<file path="config.mk">
export PLATFORM = sky130hd
export DESIGN_NAME = change_dispenser_flat
export DESIGN_NICKNAME = d
export VERILOG_FILES = /design/src/rtl/vending_pkg.sv /design/src/rtl/change_dispenser_if.sv /design/src/rtl/hopper_timer.sv /design/src/rtl/change_dispenser.sv /design/src/flat_wrapper.sv
export SDC_FILE = /design/constraint.sdc
export NUM_CORES = 1
export LEC_CHECK = 0
export CAP_MARGIN = 20
export CORE_ASPECT_RATIO = 0.75
export CORE_MARGIN = 4
export CORE_UTILIZATION = 48
export CTS_CLUSTER_DIAMETER = 50
export DETAILED_ROUTE_END_ITERATION = 8
export PLACE_DENSITY_LB_ADDON = 0.08
export SLEW_MARGIN = 20
export SYNTH_ARGS = -nofsm -noshare
export SYNTH_HDL_FRONTEND = slang
export SYNTH_HIERARCHICAL = 1
export SYNTH_SLANG_ARGS = --single-unit
</file>
<file path="constraint.sdc">
create_clock -name clk -period 2.34 [get_ports clk]
set_input_delay 0.585 -clock clk [delete_from_list [all_inputs] [get_ports clk]]
set_output_delay 0.585 -clock clk [all_outputs]
set_load 0.03 [all_outputs]
</file>
<file path="src/rtl/vending_pkg.sv">
// Shared vending-machine definitions: money width, tube indices,
// payout FSM encoding and a small saturating-increment helper.
package vending_pkg;

    localparam int MONEY_W   = 6;
    localparam int NUM_TUBES = 4;

    // Tube indices, lowest-value tube first
    localparam logic [1:0] D0 = 2'd0;
    localparam logic [1:0] D1 = 2'd1;
    localparam logic [1:0] D2 = 2'd2;
    localparam logic [1:0] D3 = 2'd3;

    typedef enum logic [2:0] {
        IDLE,
        SELECT,
        FIRE,
        WAIT_ACK,
        DONE,
        FAULT
    } disp_state_t;

    // Count up by one, sticking at the all-ones value
    function automatic logic [MONEY_W-1:0] sat_inc(input logic [MONEY_W-1:0] v);
        return (&v) ? v : v + 1'b1;
    endfunction

endpackage

</file>
<file path="src/rtl/change_dispenser_if.sv">
// Bundle of the change request, status and coin-hopper signals.
// master = the surrounding machine/hopper, slave = the dispenser.
interface change_dispenser_if;

    logic [vending_pkg::MONEY_W-1:0] change_in;
    logic                            change_valid;
    logic                            clear_fault;
    logic [3:0]                      hopper_empty;
    logic                            hopper_ack;
    logic [1:0]                      hopper_sel;
    logic                            hopper_fire;
    logic                            busy;
    logic                            done;
    logic                            fault;
    logic [vending_pkg::MONEY_W-1:0] remaining;
    logic [vending_pkg::MONEY_W-1:0] coin_count;

    modport master (
        output change_in, change_valid, clear_fault, hopper_empty, hopper_ack,
        input  hopper_sel, hopper_fire, busy, done, fault, remaining, coin_count
    );

    modport slave (
        input  change_in, change_valid, clear_fault, hopper_empty, hopper_ack,
        output hopper_sel, hopper_fire, busy, done, fault, remaining, coin_count
    );

endinterface

</file>
<file path="src/rtl/hopper_timer.sv">
// Shared 8-bit down-counter: times the eject pulse and the ack window.
// expired is high during the last counted cycle of the loaded interval.
module hopper_timer #(
    parameter int PULSE_CYC   = 4,
    parameter int ACK_TIMEOUT = 255
) (
    input  logic clk,
    input  logic reset_n,
    input  logic load_pulse,
    input  logic load_ack,
    output logic expired
);

    logic [7:0] count_reg;

    // Load on phase entry, then count down and rest at zero
    always_ff @(posedge clk or negedge reset_n) begin
        if (!reset_n) begin
            count_reg <= '0;
        end else if (load_pulse) begin
            count_reg <= 8'(PULSE_CYC);
        end else if (load_ack) begin
            count_reg <= 8'(ACK_TIMEOUT);
        end else if (count_reg != 8'd0) begin
            count_reg <= count_reg - 8'd1;
        end
    end

    assign expired = (count_reg == 8'd1);

endmodule

</file>
<file path="src/rtl/change_dispenser.sv">
// Coin payout stage: pays a change amount coin by coin, largest usable
// tube first, skipping empty tubes and faulting on a missing hopper ack.
module change_dispenser
    import vending_pkg::*;
#(
    parameter int VAL_D3      = 10,
    parameter int VAL_D2      = 5,
    parameter int VAL_D1      = 2,
    parameter int VAL_D0      = 1,
    parameter int PULSE_CYC   = 4,
    parameter int ACK_TIMEOUT = 255
) (
    input logic               clk,
    input logic               reset_n,
    change_dispenser_if.slave bus
);

    disp_state_t          state_reg, state_next;
    logic [MONEY_W-1:0]   remaining_reg, remaining_next;
    logic [MONEY_W-1:0]   coin_count_reg, coin_count_next;
    logic [1:0]           sel_reg, sel_next;
    logic                 fire_reg, busy_reg, done_reg, fault_reg;
    logic                 load_pulse, load_ack, timer_expired;
    logic [MONEY_W-1:0]   tube_val [NUM_TUBES];
    logic [NUM_TUBES-1:0] qualify;
    logic                 pick_valid;
    logic [1:0]           pick_tube;

    assign tube_val[D0] = MONEY_W'(VAL_D0);
    assign tube_val[D1] = MONEY_W'(VAL_D1);
    assign tube_val[D2] = MONEY_W'(VAL_D2);
    assign tube_val[D3] = MONEY_W'(VAL_D3);

    // A tube can pay if it holds coins and its coin does not overshoot
    for (genvar gi = 0; gi < NUM_TUBES; gi++) begin : g_qualify
        assign qualify[gi] = !bus.hopper_empty[gi] && (tube_val[gi] <= remaining_reg);
    end

    // Highest qualifying tube wins (later iterations override earlier ones)
    always_comb begin
        pick_valid = 1'b0;
        pick_tube  = D0;
        for (int d = 0; d < NUM_TUBES; d++) begin
            if (qualify[d]) begin
                pick_valid = 1'b1;
                pick_tube  = 2'(d);
            end
        end
    end

    hopper_timer #(
        .PULSE_CYC  (PULSE_CYC),
        .ACK_TIMEOUT(ACK_TIMEOUT)
    ) u_timer (
        .clk       (clk),
        .reset_n   (reset_n),
        .load_pulse(load_pulse),
        .load_ack  (load_ack),
        .expired   (timer_expired)
    );

    // Next-state and datapath decisions
    always_comb begin
        state_next      = state_reg;
        remaining_next  = remaining_reg;
        coin_count_next = coin_count_reg;
        sel_next        = sel_reg;
        load_pulse      = 1'b0;
        load_ack        = 1'b0;
        case (state_reg)
            IDLE: begin
                if (bus.change_valid) begin
                    if (bus.change_in != '0) begin
                        remaining_next  = bus.change_in;
                        coin_count_next = '0;
                        state_next      = SELECT;
                    end else begin
                        state_next = DONE;
                    end
                end
            end
            SELECT: begin
                if (pick_valid) begin
                    sel_next   = pick_tube;
                    load_pulse = 1'b1;
                    state_next = FIRE;
                end else begin
                    state_next = FAULT;
                end
            end
            FIRE: begin
                if (timer_expired) begin
                    load_ack   = 1'b1;
                    state_next = WAIT_ACK;
                end
            end
            WAIT_ACK: begin
                // An ack on the final timeout cycle still counts
                if (bus.hopper_ack) begin
                    remaining_next  = remaining_reg - tube_val[sel_reg];
                    coin_count_next = sat_inc(coin_count_reg);
                    state_next      = (remaining_next == '0) ? DONE : SELECT;
                end else if (timer_expired) begin
                    state_next = FAULT;
                end
            end
            DONE: begin
                state_next = IDLE;
            end
            FAULT: begin
                if (bus.clear_fault) begin
                    remaining_next = '0;
                    state_next     = IDLE;
                end
            end
            default: begin
                state_next = IDLE;
            end
        endcase
    end

    // State, datapath and registered outputs decoded from the next state
    always_ff @(posedge clk or negedge reset_n) begin
        if (!reset_n) begin
            state_reg      <= IDLE;
            remaining_reg  <= '0;
            coin_count_reg <= '0;
            sel_reg        <= '0;
            fire_reg       <= 1'b0;
            busy_reg       <= 1'b0;
            done_reg       <= 1'b0;
            fault_reg      <= 1'b0;
        end else begin
            state_reg      <= state_next;
            remaining_reg  <= remaining_next;
            coin_count_reg <= coin_count_next;
            sel_reg        <= sel_next;
            fire_reg       <= (state_next == FIRE);
            busy_reg       <= (state_next == SELECT) || (state_next == FIRE) ||
                              (state_next == WAIT_ACK);
            done_reg       <= (state_next == DONE);
            fault_reg      <= (state_next == FAULT);
        end
    end

    assign bus.hopper_sel  = sel_reg;
    assign bus.hopper_fire = fire_reg;
    assign bus.busy        = busy_reg;
    assign bus.done        = done_reg;
    assign bus.fault       = fault_reg;
    assign bus.remaining   = remaining_reg;
    assign bus.coin_count  = coin_count_reg;

endmodule

</file>
<file path="src/flat_wrapper.sv">
// flat-port wrapper written by rule: the top's interface ports become plain ports
module change_dispenser_flat import vending_pkg::*;
#(
    parameter int VAL_D3      = 10,
    parameter int VAL_D2      = 5,
    parameter int VAL_D1      = 2,
    parameter int VAL_D0      = 1,
    parameter int PULSE_CYC   = 4,
    parameter int ACK_TIMEOUT = 255
)
  (clk, reset_n, bus_change_in, bus_change_valid, bus_clear_fault, bus_hopper_empty, bus_hopper_ack, bus_hopper_sel, bus_hopper_fire, bus_busy, bus_done, bus_fault, bus_remaining, bus_coin_count);
  change_dispenser_if bus_i ();
  input logic clk;
  input logic reset_n;
  input wire logic [$bits(bus_i.change_in)-1:0] bus_change_in;
  input wire logic [$bits(bus_i.change_valid)-1:0] bus_change_valid;
  input wire logic [$bits(bus_i.clear_fault)-1:0] bus_clear_fault;
  input wire logic [$bits(bus_i.hopper_empty)-1:0] bus_hopper_empty;
  input wire logic [$bits(bus_i.hopper_ack)-1:0] bus_hopper_ack;
  output wire logic [$bits(bus_i.hopper_sel)-1:0] bus_hopper_sel;
  output wire logic [$bits(bus_i.hopper_fire)-1:0] bus_hopper_fire;
  output wire logic [$bits(bus_i.busy)-1:0] bus_busy;
  output wire logic [$bits(bus_i.done)-1:0] bus_done;
  output wire logic [$bits(bus_i.fault)-1:0] bus_fault;
  output wire logic [$bits(bus_i.remaining)-1:0] bus_remaining;
  output wire logic [$bits(bus_i.coin_count)-1:0] bus_coin_count;
  assign bus_i.change_in = bus_change_in;
  assign bus_i.change_valid = bus_change_valid;
  assign bus_i.clear_fault = bus_clear_fault;
  assign bus_i.hopper_empty = bus_hopper_empty;
  assign bus_i.hopper_ack = bus_hopper_ack;
  assign bus_hopper_sel = bus_i.hopper_sel;
  assign bus_hopper_fire = bus_i.hopper_fire;
  assign bus_busy = bus_i.busy;
  assign bus_done = bus_i.done;
  assign bus_fault = bus_i.fault;
  assign bus_remaining = bus_i.remaining;
  assign bus_coin_count = bus_i.coin_count;
  change_dispenser #(.VAL_D3(VAL_D3), .VAL_D2(VAL_D2), .VAL_D1(VAL_D1), .VAL_D0(VAL_D0), .PULSE_CYC(PULSE_CYC), .ACK_TIMEOUT(ACK_TIMEOUT)) u_core (.clk(clk), .reset_n(reset_n), .bus(bus_i));
endmodule
</file>
Yosys cells after proc, flatten, opt, wreduce, memory -nomap -nowiden
Cells that the tools add are included.

word-level totals
  bits of input ports = 15
  memories = 0
  bits in latches = 0
  bits in read-only memories = 0
  bits in registers = 29
  RAM bits = 0
  output and inout port bits = 18

operators by class
  reductions and logical operators = 21
  $add $sub $neg = 3
  multiplexer cells = 36
  shift-type cells = 0
  magnitude comparators = 5
  div/mod/pow operators = 0
  multipliers = 0
  bitwise operators = 1
  eq/ne operators = 15

operators with widths
  kind                 count
  $mux 6               10
  $mux 3               8
  $mux 8               3
  $pmux 6 s3           1
  $pmux 3 s5           1
  $bmux 6 s2           1
  $eq 3x2->1 const B   4
  $pmux 6 s2           1
  $reduce_and 5->1     2
  $eq 3x3->1 const B   3
  $mux 1               9
  $eq 8x1->1 const B   1
  $ne 2x2->1 const B   4
  $reduce_bool 8->1    1
  $sub 8x1->8 const B  1
  $add 6x1->6 const B  1
  $eq 3x1->1 const B   2
  $le 1x6->1 const A   1
  $le 2x6->1 const A   1
  $le 3x6->1 const A   1
  $le 4x6->1 const A   1
  $logic_not 6->1      1
  $reduce_and 6->1     1
  $reduce_bool 3->1    2
  12 further kinds     20

Depth between registers and ports, before layout
  depth in word-level cells = 12
  mapped depth = 8
  depth with buffers taken out = 8

Hierarchy
The synthesis kept the hierarchy.

modules (own cells, without submodules)
  module            instances  sequential area each (um^2)  area an instance (um^2)  cells an instance
  change_dispenser  1          525.5                        1,457.6                  168
  hopper_timer      1          200.2                        496.7                    53

Worst setup path after synthesis
OpenSTA, ideal clock, no wires.

  kind = register to register
  start = register u_core.sel_reg[0] (netlist: u_core/bus.hopper_sel[0])
  end = register u_core.busy_reg (netlist: u_core/bus.busy)
  arrival = 2.295 ns
  path slack = -0.020 ns
  stages on the path, launching flop included = 9
  period minus slack after synthesis = 2.360 ns
  required time = 2.275 ns
  path buffers = 0
  path through = dfrtp_1 -> inv_1 -> ha_1 -> fa_1 -> nand2b_1 -> o2bb2ai_1 -> mux2_2 -> o22ai_1 -> o21a_1

between the ends
  word-level cells in the longest chain between the ends = 12

ends and longest elaborated chain
  item                                            line                     text
  start: declaration                              change_dispenser.sv:21   logic [1:0] sel_reg, sel_next;
  start signal: assignment                        change_dispenser.sv:137  sel_reg <= sel_next;
  $not 2->3 (not written as such) (*)             change_dispenser.sv:100  remaining_next = remaining_reg - tube_val[sel_reg];
  $bmux 6 s2 (*)                                  change_dispenser.sv:100
  $mux 6 (not written as such) (*) (2 in series)  change_dispenser.sv:100
  $sub 6x6->6 (*)                                 change_dispenser.sv:100
  $logic_not 6->1 (*)                             change_dispenser.sv:102  state_next = (remaining_next == '0) ? DONE : SELECT;
  $mux 3 (*)                                      change_dispenser.sv:102
  $mux 3 (*)                                      change_dispenser.sv:99   if (bus.hopper_ack) begin
  $pmux 3 s5 (*)                                  change_dispenser.sv:70   case (state_reg)
  $eq 3x1->1 or $eq 3x2->1 (tied branches)        change_dispenser.sv:139  busy_reg <= (state_next == SELECT) || (state_next == FIRE) ||
  $logic_or 1x1->1                                change_dispenser.sv:139
  $logic_or 1x1->1 (*)                            change_dispenser.sv:139
  end signal: assignment                          change_dispenser.sv:139
  end: declaration                                change_dispenser.sv:22   logic fire_reg, busy_reg, done_reg, fault_reg;

Every way passes the cells marked *; elsewhere a longest branch is shown, timed or not. The select of a mux whose other input is x is not followed.
A chain may end at the register's enable or synchronous reset.

Worst setup path after layout
  start = register u_core.remaining_reg[0] (netlist: u_core/bus.remaining[0])
  end = register u_core.state_reg[0]

between the ends
  word-level cells in the longest chain between the ends = 8

ends and longest elaborated chain
  item                      line                     text
  start: declaration        change_dispenser.sv:19   logic [MONEY_W-1:0] remaining_reg, remaining_next;
  start signal: assignment  change_dispenser.sv:135  remaining_reg <= remaining_next;
  $le 1x6->1                change_dispenser.sv:36   assign qualify[gi] = !bus.hopper_empty[gi] && (tube_val[gi] <= remaining_reg);
  $logic_and 1x1->1         change_dispenser.sv:36
  $mux 1 (4 in series)      change_dispenser.sv:44   if (qualify[d]) begin
  $mux 3                    change_dispenser.sv:83   if (pick_valid) begin
  $pmux 3 s5 (*)            change_dispenser.sv:70
  net u_core.state_next[0]  change_dispenser.sv:18   disp_state_t state_reg, state_next;
  end signal: assignment    change_dispenser.sv:134  state_reg <= state_next;
  end: declaration          change_dispenser.sv:18

The timed path passes the listed nets; every way through them passes the cells marked *.

==> impl_metrics.tcl <==
set metrics [dict create \
    drive_above_1_share 0.2128 \
    clock-skew-final_ps 9.911 \
    die_w_microns 81.68 \
    slew-limit-headroom 0.5813 \
    area_growth_pct 37.71 \
    avgRoutedWirePerCell_microns 15.72 \
    synth.most_common_cell "dfrtp_1" \
    syn-num-nets 245 \
    synth_cells 221 \
    r2r.worst_path.cells 9 \
    critPathMaxFanout 4 \
    drc 0 \
    cts_made_buffers 5 \
    synthArstFlopShare 1.000 \
    final-setup-viol-count 0 \
    hpwl_microns 3973 \
    die_area_sq_um 5167 \
    vias 1919 \
    clk_pin_slew_ps 70 \
    viasPerCell 5.746 \
    max_slew.worst_pin.slew_ps 621.5 \
    diodes 0 \
    synthesis.area_sq_um 1954 \
    clk_latency_ps 280 \
    drtAntennaViolNets 0 \
    cts_resized 0 \
    largest_reg_flops 8 \
    yosysTopAreaCell "dfrtp_1" \
    ys_warn_count 6 \
    drt_iter0_markers 118 \
    path_cells "inv_1 -> ha_2 -> fa_2 -> nand2_1 -> nor3b_2 -> mux2_4 -> o22ai_1 -> buf_4 -> or2_2" \
    synth-edff-count 0 \
    gp_congestion 0.9116 \
    yosysSeqAreaShare 0.3713 \
    drv_cap 0 \
    dr.pass1.iters 4 \
    initial_core_util 0.5170 \
    r2r-end "u_core/state_reg[0]" \
    synth.area.top_cells "dfrtp_1 37%, ha_1 5.1%, o21ai_0 4.6%" \
    slowest_delay_ps 540 \
    endpoint_kind "flip-flop" \
    p_total_mw 3.905 \
    cts.sinks 29 \
    ys_seq_elements 29 \
    crit_path_end "u_core/state_reg[0]" \
    grt_max_degree 30 \
    synthTopCellsByCount "29 x dfrtp_1, 19 x nor2_1, 18 x o21ai_0, 16 x inv_1, 12 x nand2_1" \
    hold_buffers 0 \
    antenna_found_initial 0 \
    setup-tns-final_ps 0 \
    ys_types 56 \
    drv_slew 0 \
    fin_crit_sh 0.9749 \
    num_io_pins 33 \
    p_per_area_nw_per_um2 1451 \
    synth_ff_type "dfrtp_1" \
    fp.dieH_microns 63.26 \
    cts_buffer_depth 2 \
    holdWs_ps 553.4 \
    worstPathArrival_ps 2450 \
    overflow 0 \
    cts_setup_buffers 0 \
    grt_pass1_wl_microns 8845 \
    portBuffers 32 \
    critPathKind "reg -> reg" \
    worst_ep_required_time_ps 2510 \
    fin_util 0.7120 \
    syn_avg_cell_area_sq_um 8.843 \
    min_period_ps 2281 \
    cts_tree "yes" \
    rrSetupSlack_ps 60 \
    grt_use_total 0.2220 \
    wl_microns 5251 \
    leakagePower_nw 1.128 \
    slowest_stage "fa_2" \
    max-vdd-ir-drop_mv 1.006 \
    status "finished, final reports clean" \
    synth_top_area_frac 0.3713 \
    first_global_vias 1803 \
    cts_max_level 2 \
    crit_start "u_core/bus.remaining[0]" \
    fp-row-count 19 \
    nFillCells 297 \
    setup.worst_path.start_class "flip-flop" \
    hold_viol 0 \
    core_area_sq_um 3780 \
    hold_class "reg -> reg" \
    fmax_ghz 0.4383 \
    final_nets 305 \
    r2r-start "u_core/bus.remaining[0]" \
    cts-root-buf "clkbuf_8" \
]
[final cells by class]
cell class,count,area (sq um),area share
inverters,16,60.06,0.02232
multi-input cells,167,1177,0.4375
repair buffers,62,545.5,0.2027
clock buffers,7,86.33,0.03208
flip-flops and latches,29,726.9,0.2701
well taps,52,65.06,0.02417
clock inverters,1,30.03,0.01116
[worst min-delay path by stage]
stage | slack [ps] | start | depth (start not counted) | endpoint
finish | 550 | u_core/bus.coin_count[0] | 1 | u_core/bus.coin_count[0]
global route | 600 | u_core/bus.coin_count[0] | 1 | u_core/bus.coin_count[0]
CTS | 560 | u_core/bus.coin_count[0] | 1 | u_core/bus.coin_count[0]
detailed placement | 550 | u_core/bus.coin_count[0] | 1 | u_core/bus.coin_count[0]
global placement | 550 | u_core/bus.coin_count[0] | 1 | u_core/bus.coin_count[0]
floorplan | 290 | reset_n | 0 | u_core/bus.busy
[where the power goes]
part           switching [mW]  internal, mW  leakage (nW)
Combinational            1.30          1.11         0.701
Sequential              0.248         0.703         0.368
Clock                   0.199         0.347        0.0585
[logic make-up after synthesis]
kind of cell / after synthesis / synth area share
AOI/OAI and AO/OA: 71 / 0.2394
xor gates and xnor gates: 7 / 0.03137
adders and majority gates: 9 / 0.06146
buffers and inverters: 25 / 0.05442
DFF: 29 / 0.3713
muxes: 4 / 0.02241
and+or+nand+nor: 76 / 0.2196
[through the flow]
step | setup slack [ps] | instance area (sq um) | std cells
after floorplan | 77.64 | 1956 | 221
after global placement | -222.8 | 2520 | 326
after detailed placement | -292.6 | 2520 | 326
after CTS | 10.89 | 2636 | 334
after global routing | -12.43 | 2691 | 334
final | 58.69 | 2691 | 334
[worst max-delay path, delay by kind of cell (launching register included)]
family	cells	cell delay, ps
fa+ha+maj	2	730
simple gates	3	540
flops	1	410
buf+inv	2	240
mux	1	170
compound gates	1	80
[placed cells by master (no fill, tap or decap), types with 2 or more instances in the layout]
cell,synthesis,layout
a31oi_1,4,4
buf_4,1,30
nor2b_1,3,3
clkbuf_8,0,6
a21o_1,2,2
ha_1,8,6
or3b_2,2,2
o21ai_1,6,6
nand2_1,12,12
nor2_1,19,19
nor3b_1,4,2
a2111oi_1,1,2
or4_1,3,3
xnor2_1,7,6
clkdlybuf4s50_1,0,32
mux2_2,3,2
a32oi_1,2,2
a211oi_1,7,7
inv_1,16,16
a211o_1,2,2
nand3b_1,2,2
nor3b_2,0,2
nor4b_1,4,3
o22ai_1,4,3
ha_2,0,2
or3_1,2,2
o21ai_0,18,18
a311oi_1,2,2
nand2b_1,4,4
a21oi_1,9,9
nor4_1,4,3
or2_2,2,2
nand3_1,6,6
dfrtp_1,29,28
[per-layer routing]
layer  up-vias  wire length, microns  track usage  part of all wire
met5         -                     0            0                 0
met4         0                    49      0.06017            0.0093
met3         7                   456      0.09687             0.087
met2        59                  2155       0.2927              0.41
met1       914                  2589       0.3259              0.49
li1        939                     -            -                 -
No activity file was read; power rests on OpenSTA's default activity.
